### config.mk
export PLATFORM = sky130hd
export DESIGN_NAME = block_store
export DESIGN_NICKNAME = d
export VERILOG_FILES = /design/src/rtl/block_store.sv
export SDC_FILE = /design/constraint.sdc
export NUM_CORES = 1
export LEC_CHECK = 0
export BUFFER_PORTS_ARGS = -buffer_cell sky130_fd_sc_hd__buf_2
export CAP_MARGIN = 25
export CORE_UTILIZATION = 55
export CTS_BUF_LIST = sky130_fd_sc_hd__clkbuf_4
export DETAILED_ROUTE_END_ITERATION = 7
export PLACE_DENSITY = 0.77
export REMOVE_ABC_BUFFERS = 1
export SYNTH_ARGS = -nofsm -noshare
export SYNTH_HDL_FRONTEND = slang
export SYNTH_SLANG_ARGS = --single-unit
### constraint.sdc
create_clock -name clk -period 22.8 [get_ports clk]
set_input_delay 4.56 -clock clk [delete_from_list [all_inputs] [get_ports clk]]
set_output_delay 4.56 -clock clk [all_outputs]
set_load 0.01 [all_outputs]
### src/rtl/block_store.sv
// Grid of multi-hit blocks: per-row presence to the painter, hit/load/fill updates, live block count.
// Latency: line_out is combinational from registered storage; pulses and count update one cycle after the edge.
// Backpressure: none; hit/load/fill_start are ignored while busy is high.
module block_store #(
    parameter int NUM_COLS = 13,
    parameter int NUM_ROWS = 16,
    parameter int HIT_BITS = 2
) (
    input  logic                                       clk,
    input  logic                                       rst,
    input  logic                                       frame_start,
    input  logic                                       next_line,
    output logic [NUM_COLS-1:0]                        line_out,
    input  logic                                       hit_valid,
    input  logic [$clog2(NUM_COLS)-1:0]                hit_col,
    input  logic                                       load_valid,
    input  logic [NUM_COLS*HIT_BITS-1:0]               load_data,
    input  logic                                       fill_start,
    input  logic [HIT_BITS-1:0]                        fill_strength,
    output logic                                       busy,
    output logic [$clog2(NUM_ROWS*NUM_COLS+1)-1:0]     blocks_left,
    output logic                                       hit_destroyed,
    output logic                                       cleared
);

    localparam int COL_W = $clog2(NUM_COLS);
    localparam int PTR_W = $clog2(NUM_ROWS);
    localparam int BL_W  = $clog2(NUM_ROWS*NUM_COLS+1);
    localparam int ROW_W = NUM_COLS*HIT_BITS;
    localparam int TOTAL = NUM_ROWS*NUM_COLS;

    localparam logic [0:0] ST_IDLE = 1'b0;
    localparam logic [0:0] ST_FILL = 1'b1;

    logic [ROW_W-1:0]    grid [NUM_ROWS];
    logic [PTR_W-1:0]    ptr;
    logic [PTR_W-1:0]    fill_idx;
    logic [0:0]          state;
    logic [HIT_BITS-1:0] fill_str;
    logic [BL_W-1:0]     blocks_left_q;

    logic [ROW_W-1:0]    cur_row;
    logic                col_ok;
    logic [COL_W-1:0]    hit_idx;
    logic [HIT_BITS-1:0] hit_cell;
    logic                idle;
    logic                do_load;
    logic                do_hit;
    logic                hit_kill;
    logic                fill_last;
    logic                wr_en;
    logic [PTR_W-1:0]    wr_row;
    logic [ROW_W-1:0]    wr_data;
    logic [BL_W-1:0]     bl_next;

    function automatic logic [NUM_COLS-1:0] presence(input logic [ROW_W-1:0] row);
        logic [NUM_COLS-1:0] res;
        res = '0;
        for (int c = 0; c < NUM_COLS; c++) begin
            res[c] = |row[c*HIT_BITS +: HIT_BITS];
        end
        return res;
    endfunction

    function automatic logic [BL_W-1:0] popcnt(input logic [NUM_COLS-1:0] bits);
        logic [BL_W-1:0] res;
        res = '0;
        for (int c = 0; c < NUM_COLS; c++) begin
            res = res + BL_W'(bits[c]);
        end
        return res;
    endfunction

    always_comb begin
        cur_row   = grid[ptr];
        line_out  = presence(cur_row);
        col_ok    = (32'(hit_col) < 32'(NUM_COLS));
        hit_idx   = col_ok ? hit_col : '0;
        hit_cell  = cur_row[hit_idx*HIT_BITS +: HIT_BITS];
        idle      = (state == ST_IDLE);
        do_load   = idle && load_valid;
        // load wins over a coincident hit
        do_hit    = idle && hit_valid && !load_valid && col_ok && (hit_cell != '0);
        hit_kill  = do_hit && (hit_cell == HIT_BITS'(1));
        fill_last = (state == ST_FILL) && (fill_idx == PTR_W'(NUM_ROWS-1));
    end

    // Single write port: fill, load or hit, all against the pre-advance pointer.
    always_comb begin
        wr_en   = 1'b0;
        wr_row  = ptr;
        wr_data = cur_row;
        if (state == ST_FILL) begin
            wr_en   = 1'b1;
            wr_row  = fill_idx;
            wr_data = {NUM_COLS{fill_str}};
        end else if (do_load) begin
            wr_en   = 1'b1;
            wr_data = load_data;
        end else if (do_hit) begin
            wr_en   = 1'b1;
            wr_data[hit_idx*HIT_BITS +: HIT_BITS] = hit_cell - HIT_BITS'(1);
        end
    end

    always_comb begin
        bl_next = blocks_left_q;
        if (fill_last) begin
            bl_next = (fill_str != '0) ? BL_W'(TOTAL) : '0;
        end else if (do_load) begin
            bl_next = blocks_left_q - popcnt(line_out) + popcnt(presence(load_data));
        end else if (hit_kill) begin
            bl_next = blocks_left_q - BL_W'(1);
        end
    end

    always_ff @(posedge clk) begin
        if (rst) begin
            for (int r = 0; r < NUM_ROWS; r++) begin
                grid[r] <= '0;
            end
        end else if (wr_en) begin
            grid[wr_row] <= wr_data;
        end
    end

    always_ff @(posedge clk) begin
        if (rst) begin
            ptr <= '0;
        end else if (fill_last || frame_start) begin
            ptr <= '0;
        end else if (next_line) begin
            ptr <= (ptr == PTR_W'(NUM_ROWS-1)) ? '0 : ptr + PTR_W'(1);
        end
    end

    always_ff @(posedge clk) begin
        if (rst) begin
            state    <= ST_IDLE;
            fill_idx <= '0;
            fill_str <= '0;
        end else begin
            case (state)
                ST_IDLE: begin
                    if (fill_start) begin
                        state    <= ST_FILL;
                        fill_idx <= '0;
                        fill_str <= fill_strength;
                    end
                end
                default: begin
                    fill_idx <= fill_idx + PTR_W'(1);
                    if (fill_last) begin
                        state <= ST_IDLE;
                    end
                end
            endcase
        end
    end

    // cleared only tracks hit/load driving the count to zero; a fill never raises it
    always_ff @(posedge clk) begin
        if (rst) begin
            blocks_left_q <= '0;
            hit_destroyed <= 1'b0;
            cleared       <= 1'b0;
        end else begin
            blocks_left_q <= bl_next;
            hit_destroyed <= hit_kill;
            cleared       <= (do_load || hit_kill) && (blocks_left_q != '0) && (bl_next == '0);
        end
    end

    assign busy        = (state == ST_FILL);
    assign blocks_left = blocks_left_q;

endmodule

==> flow_summary.json <==
{
  "critical_path.max_fanout": 2,
  "core.rowCount": 73,
  "yosysUniqueCellTypes": 76,
  "core_region_area_sq_um": 40010,
  "fin_total_pwr_w": 0.002195,
  "globalRouteOverflowTotal": 0,
  "finalWorstPathRequiredPeriod_ns": 9.496,
  "die_h_um": 203.9,
  "synthToLayoutAreaGrowth_pct": 9.051,
  "worst-endpoint-arrival_ns": 10.19,
  "postSynth.asyncResetShare_pct": 0,
  "clock_tree_root_driver_cell": "sky130_fd_sc_hd__clkbuf_4",
  "synth_enable_flop_cells": 416,
  "drt_iter0_markers": 1934,
  "layout_worst_path_cycle_share_pct": 41.65,
  "fin_util_pct": 61.12,
  "holdCritPathClass": "reg2reg",
  "maxSlewHeadroom_pct": 25.00,
  "critPathLaunchType": "input port",
  "critPathKind": "in2reg",
  "port_buffers": 62,
  "max_cap_violations": 0,
  "final_cell_count_no_fill": 2416,
  "max_freq_ghz": 0.1053,
  "gp_routability_congestion": 1.014,
  "max_slew_violation_total_from_the_final_report": 0,
  "number_of_buffers_inserted_to_repair_setup_after_cts": 0,
  "routed-via-count": 15400,
  "synthesis.area_sq_um": 22420,
  "initial_core_util_pct": 56.05,
  "fp.dieArea_sq_um": 41580,
  "detailedRoute.firstPassIterationCount": 5,
  "avgSynthCellArea_sq_um": 13.07,
  "grtUsageTotal_pct": 33.05,
  "grt_antenna_before_repair": 3,
  "first_global_vias": 15300,
  "cts_inserted_buffers": 111,
  "timing.setup.tns_ns": 0,
  "io_pins": 63,
  "dp_cells": 2217,
  "post_cts_hold_buffer_count": 0,
  "grt_first_pass_wirelength_mm": 97.61,
  "cts_htree_levels": 3,
  "cts_repair_resize_count": 0,
  "critical_path.endpoint_type": "flop",
  "synth-main-ff-cell": "sky130_fd_sc_hd__edfxtp_1",
  "cts.path.max_buffers": 3,
  "cts_tree": "done",
  "drive_above_1_share_pct": 28.06,
  "required_time_at_the_worst_slack_endpoint_ns": 23.49,
  "outcome": "finished clean",
  "fin_nets": 1905,
  "synth_seq_cells": 441,
  "route.antenna.remaining_nets": 0,
  "clkSlewWorstSetupHoldPaths_ns": 0.06,
  "final-hold-violation-count": 0,
  "wl_mm": 66.90,
  "insertion_delay_ns": 0.84,
  "power.density_nw_per_um2": 89.78,
  "place.detailed.hpwl_mm": 40.17,
  "synth_seq_area_share_pct": 57.94,
  "number_of_warning_messages_in_the_yosys_log": 0,
  "syn-instance-count": 1716,
  "setup_viol": 0,
  "numClockSinks": 441,
  "number_of_drc_violations_after_detailed_routing": 0,
  "die_w_um": 203.9,
  "maximum_number_of_pins_on_one_net_before_global_route_repair": 49,
  "vdd.ir_drop.worst_v": 0.00008661,
  "drt-vias-per-instance": 6.374,
  "final.setup_skew_ns": 0.05116,
  "grt_setup_unrepaired": "no",
  "power.leakage_nw": 8.642,
  "transition_at_the_pin_with_the_smallest_max_transition_slack_ns": 1.125,
  "wire_per_inst_um": 27.69
}
-- kinds of logic after synthesis --
| family | Yosys count | synth area share (%) |
|---|---|---|
| fa+ha+maj | 52 | 3.638 |
| buf+inv | 180 | 4.553 |
| compound gates | 175 | 5.412 |
| xor+xnor | 15 | 0.5859 |
| mux | 158 | 13.70 |
| flops | 441 | 57.94 |
| simple gates | 695 | 14.17 |
-- cells in the mapped netlist (5+ instances only) --
| library cell | instances | share of area, % |
|---|---|---|
| sky130_fd_sc_hd__o21ai_1 | 26 | 0.58 |
| sky130_fd_sc_hd__ha_1 | 30 | 1.7 |
| sky130_fd_sc_hd__nor3b_1 | 8 | 0.27 |
| sky130_fd_sc_hd__nand3_1 | 24 | 0.54 |
| sky130_fd_sc_hd__and2_1 | 6 | 0.17 |
| sky130_fd_sc_hd__nand3b_1 | 5 | 0.17 |
| sky130_fd_sc_hd__nand4_1 | 6 | 0.17 |
| sky130_fd_sc_hd__edfxtp_1 | 416 | 56 |
| sky130_fd_sc_hd__a22oi_1 | 6 | 0.20 |
| sky130_fd_sc_hd__buf_4 | 22 | 0.74 |
| sky130_fd_sc_hd__xnor2_1 | 12 | 0.47 |
| sky130_fd_sc_hd__nor2_1 | 387 | 6.5 |
| sky130_fd_sc_hd__fa_1 | 22 | 2.0 |
| sky130_fd_sc_hd__a21oi_4 | 5 | 0.36 |
| sky130_fd_sc_hd__o21ai_0 | 25 | 0.56 |
| sky130_fd_sc_hd__buf_6 | 21 | 1.1 |
| sky130_fd_sc_hd__a211oi_1 | 15 | 0.50 |
| sky130_fd_sc_hd__nor2_2 | 81 | 2.3 |
| sky130_fd_sc_hd__clkbuf_1 | 47 | 0.79 |
| sky130_fd_sc_hd__a21oi_2 | 8 | 0.31 |
| sky130_fd_sc_hd__dfxtp_1 | 25 | 2.2 |
| sky130_fd_sc_hd__or2_2 | 11 | 0.31 |
| sky130_fd_sc_hd__nand2b_1 | 26 | 0.73 |
| sky130_fd_sc_hd__inv_1 | 55 | 0.92 |
| sky130_fd_sc_hd__a31oi_1 | 7 | 0.20 |
| sky130_fd_sc_hd__mux2_2 | 7 | 0.35 |
| sky130_fd_sc_hd__nor3_1 | 31 | 0.69 |
| sky130_fd_sc_hd__nor2b_1 | 5 | 0.14 |
| sky130_fd_sc_hd__mux4_2 | 108 | 11 |
| sky130_fd_sc_hd__buf_2 | 27 | 0.60 |
| sky130_fd_sc_hd__a21oi_1 | 34 | 0.76 |
| sky130_fd_sc_hd__mux4_1 | 8 | 0.94 |
| sky130_fd_sc_hd__mux2i_1 | 35 | 1.6 |
| sky130_fd_sc_hd__nand2_1 | 77 | 1.3 |
-- layer usage --
layer | GRT usage [%] | wire length [um] | up-vias
li1 | - | - | 6523
met1 | 43.53 | 24070 | 7545
met2 | 51.87 | 31650 | 1134
met3 | 6.617 | 8096 | 197
met4 | 17.94 | 3080 | 0
met5 | 0 | 0 | -
-- critical path: stages --
cell                        delay, ns
sky130_fd_sc_hd__buf_2           0.10
sky130_fd_sc_hd__nor2_1          0.33
sky130_fd_sc_hd__fa_1            0.49
sky130_fd_sc_hd__fa_1            0.43
sky130_fd_sc_hd__inv_1           0.08
sky130_fd_sc_hd__fa_1            0.43
sky130_fd_sc_hd__fa_1            0.47
sky130_fd_sc_hd__fa_1            0.55
sky130_fd_sc_hd__inv_1           0.06
sky130_fd_sc_hd__fa_1            0.52
sky130_fd_sc_hd__inv_1           0.07
sky130_fd_sc_hd__ha_1            0.30
sky130_fd_sc_hd__a21o_1          0.15
sky130_fd_sc_hd__a21oi_1         0.21
sky130_fd_sc_hd__o21bai_1        0.12
sky130_fd_sc_hd__a2111oi_0       0.47
sky130_fd_sc_hd__nor3_1          0.14
sky130_fd_sc_hd__xnor2_1         0.17
sky130_fd_sc_hd__o211ai_1        0.10
sky130_fd_sc_hd__a2111oi_0       0.43
-- layout by cell type (no fill, tap or decap), drive strengths merged, types with 6 or more instances in the layout --
| cell type | netlist | final |
|---|---|---|
| a211oi | 15 | 15 |
| a21oi | 47 | 47 |
| a22oi | 6 | 6 |
| a31oi | 8 | 8 |
| and2 | 8 | 8 |
| buf | 78 | 109 |
| clkbuf | 47 | 165 |
| clkinv | 0 | 20 |
| dfxtp | 25 | 25 |
| edfxtp | 416 | 416 |
| fa | 22 | 22 |
| ha | 30 | 30 |
| inv | 55 | 59 |
| mux2 | 7 | 7 |
| mux2i | 35 | 35 |
| mux4 | 116 | 116 |
| nand2 | 77 | 77 |
| nand2b | 26 | 26 |
| nand3 | 24 | 24 |
| nand4 | 6 | 6 |
| nor2 | 468 | 468 |
| nor3 | 34 | 34 |
| nor3b | 9 | 9 |
| o21ai | 52 | 52 |
| or2 | 11 | 11 |
| xnor2 | 12 | 12 |
-- flip-flops by register name, summed over array words and instances (netlist names), named ones only --
name	count
grid	416
blocks_left	8
fill_idx	4
ptr	4
fill_str	2
busy	1
cleared	1
hit_destroyed	1
-- cell type report --
cell class	instances	area, sq um
fill	3090	15550
sequential	441	13010
multi-input combinational	1095	8446
clock buffer	164	1231
timing repair buffer	110	799.5
tap	525	656.9
inverter	55	206.4
clock inverter	24	103.9
antenna	2	5.005
-- metrics by stage --
stage / setup slack [ns] / instance area [sq um] / hold slack [ns]
2_1_floorplan: 12.42 / 21610 / 0.4752
3_3_place_gp: 12.61 / 22860 / 0.5156
3_5_place_dp: 12.54 / 22950 / 0.5118
4_1_cts: 13.42 / 24290 / 0.5451
5_1_grt: 13.06 / 24450 / 0.5956
6_report: 13.30 / 24450 / 0.5444
-- report_power, final --
part	internal, W	switching, W	total, W	leakage [nW]
logic	0.000253	0.000365	0.000618	3.32
clock network	0.000326	0.000315	0.000641	0.813
registers	0.000919	0.0000172	0.000936	4.51
-- path summary, 6_finish.rpt --
path                                                from                        to  slack [ns]  cells after the start
worst max-delay path                        load_data[4]        cleared$_SDFF_PP0_       13.30                     20
worst min-delay path            fill_str[1]$_SDFFE_PP0P_  fill_str[1]$_SDFFE_PP0P_        0.54                      2
worst max register to register                      flop        cleared$_SDFF_PP0_       14.36                     24
worst min register to register  fill_str[1]$_SDFFE_PP0P_  fill_str[1]$_SDFFE_PP0P_        0.54                      2
Note: power is estimated with default switching activity, not from simulation.
